$ cat src/rtl/periferico_pkg.sv
// Shared types and helpers for the multi-channel send/ack handshake peripheral.
package periferico_pkg;

    typedef enum logic {
        S_IDLE = 1'b0,
        S_ACK  = 1'b1
    } state_t;

    function automatic int clog2(input int value);
        int r;
        r = 0;
        while ((1 << r) < value) r++;
        return r;
    endfunction

endpackage

$ cat src/rtl/fifo_sync.sv
// Single-clock FIFO with occupancy count; storage is not reset, only pointers and count.
module fifo_sync
    import periferico_pkg::*;
#(
    parameter int DW    = 5,
    parameter int DEPTH = 8,
    localparam int AW   = (clog2(DEPTH) < 1) ? 1 : clog2(DEPTH),
    localparam int CNTW = clog2(DEPTH + 1)
) (
    input  logic            clk,
    input  logic            rst_n,
    input  logic            push,
    input  logic            pop,
    input  logic [DW-1:0]   din,
    output logic [DW-1:0]   dout,
    output logic            full,
    output logic            empty,
    output logic [CNTW-1:0] count
);

    logic [DW-1:0]   r_mem [DEPTH];
    logic [AW-1:0]   r_wptr;
    logic [AW-1:0]   r_rptr;
    logic [CNTW-1:0] r_count;
    logic            w_do_push;
    logic            w_do_pop;

    assign full      = (r_count == CNTW'(DEPTH));
    assign empty     = (r_count == '0);
    assign count     = r_count;
    assign w_do_push = push && !full;
    assign w_do_pop  = pop && !empty;
    assign dout      = r_mem[r_rptr];

    // DEPTH is a power of two, so pointers wrap by natural overflow.
    always_ff @(posedge clk) begin
        if (!rst_n) begin
            r_wptr  <= '0;
            r_rptr  <= '0;
            r_count <= '0;
        end else begin
            if (w_do_push) r_wptr <= r_wptr + AW'(1);
            if (w_do_pop)  r_rptr <= r_rptr + AW'(1);
            r_count <= r_count + CNTW'(w_do_push) - CNTW'(w_do_pop);
        end
    end

    always_ff @(posedge clk) begin
        if (w_do_push) r_mem[r_wptr] <= din;
    end

endmodule

$ cat src/rtl/periferico_hs_multi.sv
// N-channel receive side of the send/ack four-phase handshake: synchronise, round-robin
// arbitrate, and queue {channel, data} words for a valid/ready consumer.
module periferico_hs_multi
    import periferico_pkg::*;
#(
    parameter int N           = 4,
    parameter int W           = 3,
    parameter int DEPTH       = 8,
    parameter int SYNC_STAGES = 2,
    localparam int CW         = (clog2(N) < 1) ? 1 : clog2(N),
    localparam int CNTW       = clog2(DEPTH + 1)
) (
    input  logic            clk1,
    input  logic            rst1,
    input  logic [N-1:0]    send,
    input  logic [N*W-1:0]  data,
    output logic [N-1:0]    ack,
    output logic [W-1:0]    rd_data,
    output logic [CW-1:0]   rd_chan,
    output logic            rd_valid,
    input  logic            rd_ready,
    output logic [CNTW-1:0] count
);

    logic [SYNC_STAGES-1:0][N-1:0] r_sync;
    logic [N-1:0]   w_send_s;

    state_t         r_state;
    state_t         w_state_nxt;
    logic [CW-1:0]  r_ptr;
    logic [CW-1:0]  w_ptr_nxt;
    logic [CW-1:0]  r_gnt;
    logic [CW-1:0]  w_gnt_nxt;
    logic [N-1:0]   r_ack;
    logic [N-1:0]   w_ack_nxt;

    logic           w_req_any;
    logic [CW-1:0]  w_sel;
    logic           w_grant;
    logic           w_release;
    logic [W-1:0]   w_push_data;
    logic           w_full;
    logic           w_empty;
    logic [W+CW-1:0] w_dout;

    always_ff @(posedge clk1) begin
        if (!rst1) r_sync <= '0;
        else       r_sync <= {r_sync[SYNC_STAGES-2:0], send};
    end

    assign w_send_s = r_sync[SYNC_STAGES-1];

    // First requester at or after r_ptr, searching upward modulo N.
    always_comb begin
        int k;
        k         = 0;
        w_req_any = 1'b0;
        w_sel     = '0;
        for (int j = 0; j < N; j++) begin
            k = (int'(r_ptr) + j) % N;
            if (!w_req_any && w_send_s[CW'(k)]) begin
                w_req_any = 1'b1;
                w_sel     = CW'(k);
            end
        end
    end

    // Full check uses the pre-edge count, so a same-edge pop never frees a slot.
    assign w_grant     = (r_state == S_IDLE) && w_req_any && !w_full;
    assign w_release   = (r_state == S_ACK) && !w_send_s[r_gnt];
    assign w_push_data = data[int'(w_sel)*W +: W];

    always_ff @(posedge clk1) begin
        if (!rst1) begin
            r_state <= S_IDLE;
            r_ptr   <= '0;
            r_gnt   <= '0;
            r_ack   <= '0;
        end else begin
            r_state <= w_state_nxt;
            r_ptr   <= w_ptr_nxt;
            r_gnt   <= w_gnt_nxt;
            r_ack   <= w_ack_nxt;
        end
    end

    always_comb begin
        w_state_nxt = r_state;
        case (r_state)
            S_IDLE:  if (w_grant)   w_state_nxt = S_ACK;
            S_ACK:   if (w_release) w_state_nxt = S_IDLE;
            default: w_state_nxt = S_IDLE;
        endcase
    end

    always_comb begin
        w_ack_nxt = r_ack;
        w_gnt_nxt = r_gnt;
        w_ptr_nxt = r_ptr;
        if (w_grant) begin
            w_ack_nxt        = '0;
            w_ack_nxt[w_sel] = 1'b1;
            w_gnt_nxt        = w_sel;
        end
        if (w_release) begin
            w_ack_nxt = '0;
            w_ptr_nxt = (int'(r_gnt) == N - 1) ? '0 : r_gnt + CW'(1);
        end
    end

    fifo_sync #(
        .DW    (W + CW),
        .DEPTH (DEPTH)
    ) u_fifo (
        .clk   (clk1),
        .rst_n (rst1),
        .push  (w_grant),
        .pop   (rd_valid && rd_ready),
        .din   ({w_sel, w_push_data}),
        .dout  (w_dout),
        .full  (w_full),
        .empty (w_empty),
        .count (count)
    );

    assign ack      = r_ack;
    assign rd_valid = !w_empty;
    assign rd_chan  = w_dout[W +: CW];
    assign rd_data  = w_dout[W-1:0];

endmodule
$ cat config.mk
export PLATFORM = sky130hd
export DESIGN_NAME = periferico_hs_multi
export DESIGN_NICKNAME = d
export VERILOG_FILES = /design/src/rtl/periferico_pkg.sv /design/src/rtl/fifo_sync.sv /design/src/rtl/periferico_hs_multi.sv
export SDC_FILE = /design/constraint.sdc
export NUM_CORES = 1
export LEC_CHECK = 0
export ABC_AREA = 0
export BUFFER_PORTS_ARGS = -buffer_cell sky130_fd_sc_hd__clkbuf_2
export CORE_MARGIN = 3
export CORE_UTILIZATION = 25
export DETAILED_ROUTE_END_ITERATION = 6
export PLACE_DENSITY = 0.48
export SLEW_MARGIN = 20
export SYNTH_ARGS = -nofsm -noshare
export SYNTH_HDL_FRONTEND = slang
export SYNTH_SLANG_ARGS = --single-unit
export TNS_END_PERCENT = 10
$ cat constraint.sdc
create_clock -name clk1 -period 4.25 [get_ports clk1]
set_clock_uncertainty 0.05 [all_clocks]
set_input_delay 1.0625 -clock clk1 [delete_from_list [all_inputs] [get_ports clk1]]
set_output_delay 1.0625 -clock clk1 [all_outputs]
set_load 0.01 [all_outputs]
==> out/metrics.yaml, run 1 <==
run_status:
  outcome: "completed"
floorplanning:
  die_w_um: 115
  die_area_sq_um: 13200
  start_util: 0.258
  core_sq_um: 11500
  row_count: 39
  ios: 33
  fp.dieH_um: 115
min_path:
  min_path_cells: 1
  hold_path.class: "reg -> reg"
route:
  wl_mm: 5.72
  vias: 1704
  drc: 0
  post_drt_wl_per_cell_um: 14.4
  drtAntennaViolNets: 0
  viasPerCell: 4.29
  drtPass1Iterations: 4
  drt_iter0_markers: 57
grt:
  grt_max_degree: 26
  grt_pass1_vias: 1802
  grt_use_total: 0.0963
  grt_overflow_total: 0
  grt_pass1_wl_mm: 9.40
  antenna_found_initial: 0
cts:
  cts_hold_buf: 0
  cts_tree: "yes"
  cts_setup_buffers: 0
  cts.repair.resized: 0
  cts_htree_levels: 3
  insertion_delay_ns: 0.33
  clockRootBuffer: "clkbuf_16"
  clock_sinks: 70
  numCtsBuffers: 9
  clock_path_buffers: 2
  clkTransAtPathRegs_ns: 0.05
critical_path:
  critPathMaxFanout: 10
  path_depth: 3
  cp_num_buf_inv: 1
  crit_slowest_cell: "dfxtp_1"
  r2r_cells: 7
  cp.arrival_ns: 2.04
  cp-end-kind: "output pin"
  crit_family: "multiplexers"
  critPathLaunchType: "register"
  path_cells: "mux4_2, mux2_2, clkbuf_2"
  crit_type: "reg -> out"
  max_stage_delay_ns: 0.72
  critPathRequiredTime_ns: 3.14
synthesis:
  syn_inst: 210
  yosys.cell_types.count: 36
  seq_area_frac_synth: 0.610
  synthTopCellsByArea: "edfxtp_1, dfxtp_1, mux4_2"
  ys.flop_type: "edfxtp_1"
  ys_ff_latch: 70
  syn_nets: 239
  yosysTopAreaCell: "edfxtp_1"
  syn_avg_cell_area_sq_um: 14.1
  async_reset_ff_frac: 0
  synth_most_common_cell: "edfxtp_1"
  netlist_area_sq_um: 2960
  synth_edf_count: 40
  synth.top_cell.area_share: 0.406
  yosys_warnings: 0
  synthTopCellsByCount: "edfxtp_1, dfxtp_1, nand2_1"
power_and_ir_drop:
  p_per_area_nw_per_um2: 579
  irDropWorstVdd_v: 0.000218
  power_leakage_nw: 1.32
sta:
  tns_ns: 0
  rsz0062_at_grt: "false"
  timing.hold.ws_ns: 0.380
  worstMarginPinSlew_ns: 0.931
  fin_crit_ns: 3.15
  fmax_mhz: 317
  worst_slack_ns: 1.10
  post-route-period-util: 0.742
  setup_violations: 0
  slew_headroom: 0.374
  hold_viol: 0
  slew_violations: 0
run:
  cap_violations: 0
cells_and_area:
  antenna-diode-count: 0
  areaGrowthSynthToFinish_pct: 21.8
  num-nets-final: 278
  fin_cells: 397
  final_layout_size_suffix_gt1_frac: 0.272
placed_design:
  portBuffers: 32
  pre_cts_ws_ns: 1.39
  dp_hpwl_mm: 4.07
  dp_cells: 381
  gp_congestion: 0.687
==> power by group <==
part	switching (W)	total [W]	internal (W)
clock network	0.000266	0.000779	0.000513
registers	0.0000718	0.000867	0.000795
logic	0.000213	0.000440	0.000227
==> cells by family (layout without fill, tap and decap cells) <==
group | after synthesis | after routing | share of synthesized area
AOI/OAI and AO/OA | 17 | 17 | 0.0377
DFF | 70 | 70 | 0.610
adders and majority gates | 10 | 10 | 0.0449
muxes | 27 | 27 | 0.141
buffers and inverters | 18 | 62 | 0.0288
and+or+nand+nor | 62 | 62 | 0.120
xor gates and xnor gates | 6 | 6 | 0.0178
==> registers in the layout (all words and copies together), names as in the netlist, named ones only <==
name and cells:
ack 4, r_gnt 2, r_ptr 2, r_state 1, r_sync 4, u_fifo.count 4
u_fifo.r_mem 40, u_fifo.r_rptr 3, u_fifo.r_wptr 3, w_send_s 4
==> final timing paths <==
| check | to | start | slack [ns] |
|---|---|---|---|
| worst max register to register | u_fifo.count[2] | w_send_s[1] | 1.49 |
| worst max-delay path | rd_data[0] | register | 1.10 |
| worst min-delay path | w_send_s[0] | r_sync[0] | 0.38 |
| worst min register to register | w_send_s[0] | r_sync[0] | 0.38 |
==> layout by cell type (no fill, tap or decap), drive strengths merged, types with 5 or more instances in the layout <==
cell type | Yosys | final
clkbuf | 4 | 44
edfxtp | 40 | 40
dfxtp | 30 | 30
nand2 | 18 | 18
and2 | 17 | 17
mux2i | 11 | 11
mux4 | 11 | 11
inv | 10 | 10
ha | 9 | 9
a21oi | 8 | 8
a21boi | 6 | 6
mux2 | 5 | 5
==> stage by stage <==
stage / cell area [sq um] / utilization / power [W]
2_1_floorplan: 2960 / - / 0.00120
3_3_place_gp: 3290 / 0.287 / 0.00133
3_5_place_dp: 3290 / 0.287 / 0.00133
4_1_cts: 3600 / 0.314 / 0.00212
5_1_grt: 3600 / 0.314 / 0.00222
6_report: 3600 / 0.314 / 0.00209
==> layer usage <==
layer,vias to the layer above,track usage,share of wire
met4,0,0.0509,0.028
li1,842,-,-
met5,-,0,0
met3,12,0.0381,0.056
met1,814,0.119,0.45
met2,36,0.145,0.46
==> final cells by class <==
class | instances | area (sq um)
fillers | 1123 | 7870
repair buffers | 36 | 190
flip-flops and latches | 70 | 1800
clock buffers | 12 | 236
inverters | 10 | 37.5
multi-input cells | 122 | 1080
well taps | 143 | 179
clock inverters | 4 | 72.6
Power figures use the tool's default switching activity.
==> inputs of run 2 (changes only) <==
--- a/config.mk
+++ b/config.mk
@@ -10,7 +10,7 @@
 export CORE_MARGIN = 3
 export CORE_UTILIZATION = 25
 export DETAILED_ROUTE_END_ITERATION = 6
-export PLACE_DENSITY = 0.48
+export PLACE_DENSITY = 0.49
 export SLEW_MARGIN = 20
 export SYNTH_ARGS = -nofsm -noshare
 export SYNTH_HDL_FRONTEND = slang
==> constraint.sdc (replaced) <==
create_clock -name clk1 -period 2.8 [get_ports clk1]
set_clock_uncertainty 0.05 [all_clocks]
set_input_delay 0.7 -clock clk1 [delete_from_list [all_inputs] [get_ports clk1]]
set_output_delay 0.7 -clock clk1 [all_outputs]
set_load 0.01 [all_outputs]
==> out/metrics.yaml, run 2 (same netlist as run 1, synthesis figures left out) <==
sta:
  fmax_mhz: 390
  rsz0062_at_grt: "false"  # unchanged
  hold_viol: 0  # unchanged
  worst_slack_ns: 0.238  # was 1.10 ns
  tns_ns: 0  # unchanged
  setup_violations: 0  # unchanged
  fin_crit_ns: 2.56
  slew_violations: 0  # unchanged
  post-route-period-util: 0.915
  worstMarginPinSlew_ns: 0.833  # was 0.931 ns
  slew_headroom: 0.445  # was 0.374
route:
  vias: 1720  # was 1704
  drt_iter0_markers: 80  # was 57
  drtAntennaViolNets: 0  # unchanged
  drc: 0  # unchanged
  drtPass1Iterations: 4  # unchanged
  post_drt_wl_per_cell_um: 13.1  # was 14.4 um
  wl_mm: 5.30  # was 5.72 mm
  viasPerCell: 4.24  # was 4.29
power_and_ir_drop:
  p_per_area_nw_per_um2: 848  # was 579 nW/um^2
  irDropWorstVdd_v: 0.000304  # was 0.000218 V
  p_comb_frac: 0.235  # was 0.211
  p_int_w: 0.00226  # was 0.00153 W
  clkPwrFrac: 0.350  # was 0.373
  power_leakage_nw: 1.35  # was 1.32 nW
  p_seq_frac: 0.415  # was 0.416
  power.total_w: 0.00308  # was 0.00209 W
  p_switching_w: 0.000827  # was 0.000551 W
  swShare: 0.268  # was 0.264
critical_path:
  ff2ff_setup_slack_ns: 0.51  # was 1.49 ns
  crit_path_end: "rd_data[0]"  # unchanged
  cp_num_buf_inv: 2  # was 1
  max_stage_delay_ns: 0.54  # was 0.72 ns
  critPathMaxFanout: 10  # unchanged
  crit_type: "reg -> out"  # unchanged
  path_depth: 4  # was 3
  cp.arrival_ns: 1.81  # was 2.04 ns
  crit_slowest_cell: "mux4_2"  # was dfxtp_1
  r2r-start: "u_fifo.count[2]"  # was w_send_s[1]
  critPathRequiredTime_ns: 2.05  # was 3.14 ns
  rr_endpoint: "u_fifo.count[2]"  # unchanged
  crit_family: "multiplexers"  # unchanged
  path_cells: "buf_4, mux4_2, mux2_2, clkbuf_2"  # was mux4_2, mux2_2, clkbuf_2
  r2r_cells: 11  # was 7
  critPathLaunchType: "register"  # unchanged
  cp-end-kind: "output pin"  # unchanged
cts:
  insertion_delay_ns: 0.32  # was 0.33 ns
  clockRootBuffer: "clkbuf_16"  # unchanged
  cts.repair.resized: 0  # unchanged
  cts_tree: "yes"  # unchanged
  numCtsBuffers: 9  # unchanged
  cts_htree_levels: 3  # unchanged
  cts_setup_buffers: 0  # unchanged
  cts_hold_buf: 0  # unchanged
  clock_sinks: 70  # unchanged
  clkTransAtPathRegs_ns: 0.05  # about the same
  clock_path_buffers: 2  # unchanged
grt:
  busiest_layer: "met2"  # unchanged
  grt_pass1_vias: 1763  # was 1802
  use_met2: 0.139  # was 0.145
  antenna_found_initial: 0  # unchanged
  grt_use_met1: 0.109  # was 0.119
  grt_pass1_wl_mm: 8.71  # was 9.40 mm
  grt_use_met3: 0.0317  # was 0.0381
  grt_use_total: 0.0880  # was 0.0963
  grt_max_degree: 26  # unchanged
  grt_overflow_total: 0  # unchanged
run_status:
  outcome: "completed"  # unchanged
placed_design:
  dp_cells: 390  # was 381
  pre_cts_ws_ns: 0.470  # was 1.39 ns
  gp_congestion: 0.751  # was 0.687
  portBuffers: 32  # unchanged
  dp_hpwl_mm: 3.71  # was 4.07 mm
cells_and_area:
  final_layout_size_suffix_gt1_frac: 0.297  # was 0.272
  regMostFlops: "u_fifo.r_mem"  # unchanged
  fin_cells: 406  # was 397
  fillCellCount: 1124  # was 1123
  final_cell_mix: "edfxtp_1, clkbuf_2, dfxtp_1, nand2_1, and2_1"  # unchanged
  antenna-diode-count: 0  # unchanged
  areaGrowthSynthToFinish_pct: 23.0  # was 21.8%
  largest_reg_flops: 40  # unchanged
  final_common_cell: "edfxtp_1"  # unchanged
  multi_input_area_sq_um: 1070  # was 1080 sq um
  seq_area_sq_um: 1800  # unchanged
  num-nets-final: 287  # was 278
min_path:
  hold_path.class: "reg -> reg"  # unchanged
  min-delay-start: "r_sync[1]"  # was r_sync[0]
run:
  cap_violations: 0  # unchanged
floorplanning:
  die_area_sq_um: 13200  # unchanged
  start_util: 0.258  # unchanged
  fp.dieH_um: 115  # unchanged
  ios: 33  # unchanged
  core_sq_um: 11500  # unchanged
  die_w_um: 115  # unchanged
  row_count: 39  # unchanged
## run 2: changes by cell type in the layout (fill, tap and decap cells not counted), sizes merged
| cell | change |
|---|---|
| bufinv | -1 |
| clkinv | +2 |
| buf | +9 |
| clkinvlp | +1 |
| clkbuf | -2 |
## run 2: per-stage QoR
stage / area, sq um / hold slack (ns) / utilization
final: 3640 / 0.380 / 0.317
after global placement: 3340 / 0.365 / 0.292
after global routing: 3640 / 0.400 / 0.317
after floorplan: 2960 / 0.362 / -
after detailed placement: 3340 / 0.371 / 0.292
after CTS: 3640 / 0.383 / 0.317
## run 2: area by class of cell
type / count / area share
flip-flops and latches: 70 / 0.496
multi-input cells: 122 / 0.294
repair buffers: 45 / 0.0709
clock buffers: 10 / 0.0630
well taps: 143 / 0.0492
clock inverters: 6 / 0.0172
inverters: 10 / 0.0103
## run 2: power by group through the flow
stage | logic, W | registers, W | clock network [W]
3_3_place_gp | 0.000742 | 0.00130 | 0
2_1_floorplan | 0.000528 | 0.00129 | 0
6_report | 0.000724 | 0.00128 | 0.00108
4_1_cts | 0.000752 | 0.00128 | 0.00112
3_5_place_dp | 0.000747 | 0.00130 | 0
5_1_grt | 0.000826 | 0.00129 | 0.00116
## run 2: worst reg2reg max path: stages, from the launching register on
cell and delay (ns):
dfxtp_1 0.32, inv_1 0.10, ha_1 0.16, nand3_1 0.15, nand2_1 0.17, inv_1 0.06, ha_1 0.26, inv_1 0.04
ha_1 0.20, fa_1 0.38, xor2_1 0.16, and2_1 0.15
## run 2: worst min path at each step
stage / slack (ns) / endpoint / cells after the start
global placement: 0.36 / w_send_s[0] / 1
finish: 0.38 / w_send_s[1] / 1
CTS: 0.38 / w_send_s[0] / 1
global route: 0.40 / w_send_s[1] / 1
floorplan: 0.36 / w_send_s[0] / 1
detailed placement: 0.37 / w_send_s[3] / 1
## run 2: per-layer routing
layer / part of all wire / wire, um
met2: 0.49 / 2620
met3: 0.035 / 186
met4: 0.0045 / 24
met5: 0 / 0
met1: 0.47 / 2470
==> inputs of run 3 (changes only) <==
--- a/config.mk
+++ b/config.mk
@@ -7,10 +7,12 @@
 export LEC_CHECK = 0
 export ABC_AREA = 0
 export BUFFER_PORTS_ARGS = -buffer_cell sky130_fd_sc_hd__clkbuf_2
+export CORE_ASPECT_RATIO = 0.5
 export CORE_MARGIN = 3
 export CORE_UTILIZATION = 25
 export DETAILED_ROUTE_END_ITERATION = 6
 export PLACE_DENSITY = 0.49
+export SKIP_CTS_REPAIR_TIMING = 1
 export SLEW_MARGIN = 20
 export SYNTH_ARGS = -nofsm -noshare
 export SYNTH_HDL_FRONTEND = slang
==> out/metrics.yaml, run 3 (same netlist as run 1, synthesis figures left out) <==
power_and_ir_drop:
  p_per_area_nw_per_um2: 876  # was 848 nW/um^2
  irDropWorstVdd_v: 0.000307  # was 0.000304 V
  power.total_w: 0.00323  # was 0.00308 W
  power_leakage_nw: 1.38  # was 1.35 nW
min_path:
  hold_path.class: "reg -> reg"  # unchanged
cells_and_area:
  final_layout_size_suffix_gt1_frac: 0.304  # was 0.297
  num-nets-final: 287  # unchanged
  final_util: 0.328  # was 0.317
  regMostFlops: "u_fifo.r_mem"  # unchanged
  antenna-diode-count: 0  # unchanged
  largest_reg_flops: 40  # unchanged
  areaGrowthSynthToFinish_pct: 25.0  # was 23.0%
  final_common_cell: "edfxtp_1"  # unchanged
  final_cell_mix: "edfxtp_1, clkbuf_2, dfxtp_1, nand2_1, and2_1"  # unchanged
  fillCellCount: 1109  # was 1124
critical_path:
  critPathMaxFanout: 10  # unchanged
  crit_family: "multiplexers"  # unchanged
  path_cells: "buf_4, mux4_2, mux2_2, clkbuf_2"  # unchanged
  cp.arrival_ns: 1.80  # was 1.81 ns
  crit_slowest_cell: "mux4_2"  # unchanged
  cp_num_buf_inv: 2  # unchanged
  crit_type: "reg -> out"  # unchanged
  max_stage_delay_ns: 0.54  # about the same
  cp-end-kind: "output pin"  # unchanged
  critPathRequiredTime_ns: 2.05  # about the same
  critPathLaunchType: "register"  # unchanged
sta:
  hold_viol: 0  # unchanged
  fin_crit_ns: 2.55  # was 2.56 ns
  setup_violations: 0  # unchanged
  tns_ns: 0  # unchanged
  worstMarginPinSlew_ns: 0.843  # was 0.833 ns
  rsz0062_at_grt: "false"  # unchanged
  post-route-period-util: 0.912  # was 0.915
  fmax_mhz: 392  # was 390 MHz
  slew_headroom: 0.438  # was 0.445
  slew_violations: 0  # unchanged
grt:
  grt_pass1_vias: 1848  # was 1763
  grt_max_degree: 26  # unchanged
  grt_pass1_wl_mm: 9.45  # was 8.71 mm
  antenna_found_initial: 0  # unchanged
  grt_use_total: 0.0931  # was 0.0880
  grt_overflow_total: 0  # unchanged
route:
  route.met3.wl_um: 238  # was 186 um
  m1WireLength_mm: 2.60  # was 2.47 mm
  vias: 1738  # was 1720
  drc: 0  # unchanged
  post_drt_wl_per_cell_um: 13.6  # was 13.1 um
  drtPass1Iterations: 4  # unchanged
  wl_met2_mm: 2.79  # was 2.62 mm
  viasPerCell: 4.12  # was 4.24
  top_layer_used: "met4"  # unchanged
  drtAntennaViolNets: 0  # unchanged
  drt_iter0_markers: 47  # was 80
  wl_mm: 5.72  # was 5.30 mm
floorplanning:
  row_count: 27  # was 39
  core_sq_um: 11200  # was 11500 sq um
  fp.dieH_um: 82.9  # was 115 um
  ios: 33  # unchanged
  die_area_sq_um: 13200  # about the same
  die_w_um: 160  # was 115 um
  start_util: 0.263  # was 0.258
placed_design:
  portBuffers: 32  # unchanged
  gp_congestion: 0.774  # was 0.751
  dp_hpwl_mm: 4.00  # was 3.71 mm
cts:
  cts_htree_levels: 3  # unchanged
  insertion_delay_ns: 0.33  # was 0.32 ns
  clock_path_buffers: 2  # unchanged
  clockRootBuffer: "clkbuf_16"  # unchanged
  cts_tree: "yes"  # unchanged
  clock_sinks: 70  # unchanged
  clkTransAtPathRegs_ns: 0.06  # was 0.05 ns
  numCtsBuffers: 9  # unchanged
run:
  cap_violations: 0  # unchanged
run_status:
  outcome: "completed"  # unchanged
## run 3: cell types whose count changed in the layout (fill, tap and decap cells not counted), sizes merged
cell,change
clkinv,-1
bufinv,+1
inv,+3
clkbuf,-1
clkinvlp,-2
## run 3: path summary, 6_finish.rpt
path               startpoint                 end  slack [ns]  depth (start not counted)
hold / removal      r_sync[1]         w_send_s[1]        0.38                          1
setup / recovery     register          rd_chan[0]        0.25                          4
hold reg to reg     r_sync[1]         w_send_s[1]        0.38                          1
setup reg to reg  w_send_s[0]  u_fifo.r_mem[1][2]        0.46                          5
## run 3: area by class of cell
| type | count | area (sq um) | share of cell area |
|---|---|---|---|
| multi-input cells | 122 | 1070 | 0.289 |
| clock buffers | 9 | 225 | 0.0610 |
| well taps | 159 | 199 | 0.0539 |
| repair buffers | 45 | 258 | 0.0698 |
| flip-flops and latches | 70 | 1800 | 0.488 |
| inverters | 10 | 37.5 | 0.0102 |
| clock inverters | 7 | 104 | 0.0281 |
## run 3: through the flow
step / cell area [sq um] / hold WS, ns / setup WS, ns / std cells
after detailed placement: 3360 / 0.374 / 0.451 / 406
after CTS: 3690 / 0.387 / 0.205 / 422
after floorplan: 2960 / 0.362 / 0.365 / 210
after global routing: 3690 / 0.407 / 0.146 / 422
final: 3690 / 0.385 / 0.246 / 422
after global placement: 3360 / 0.367 / 0.508 / 406
## run 3: where the power goes
part / switching (W) / total, W / internal (W)
Combinational: 0.000357 / 0.000724 / 0.000366
Sequential: 0.0000749 / 0.00128 / 0.00121
Clock: 0.000440 / 0.00123 / 0.000791
## run 3: worst register-to-register path, delay by kind of cell, from the launching register on
family,cells,cell delay (ns)
AO/OA/AOI/OAI,3,1.02
multiplexers,2,0.66
flip-flops,1,0.35
## run 3: layer usage
metal	up-vias	GRT usage
li1	859	-
met1	843	0.108
met2	24	0.153
met3	12	0.0364
met4	0	0.0413
met5	-	0
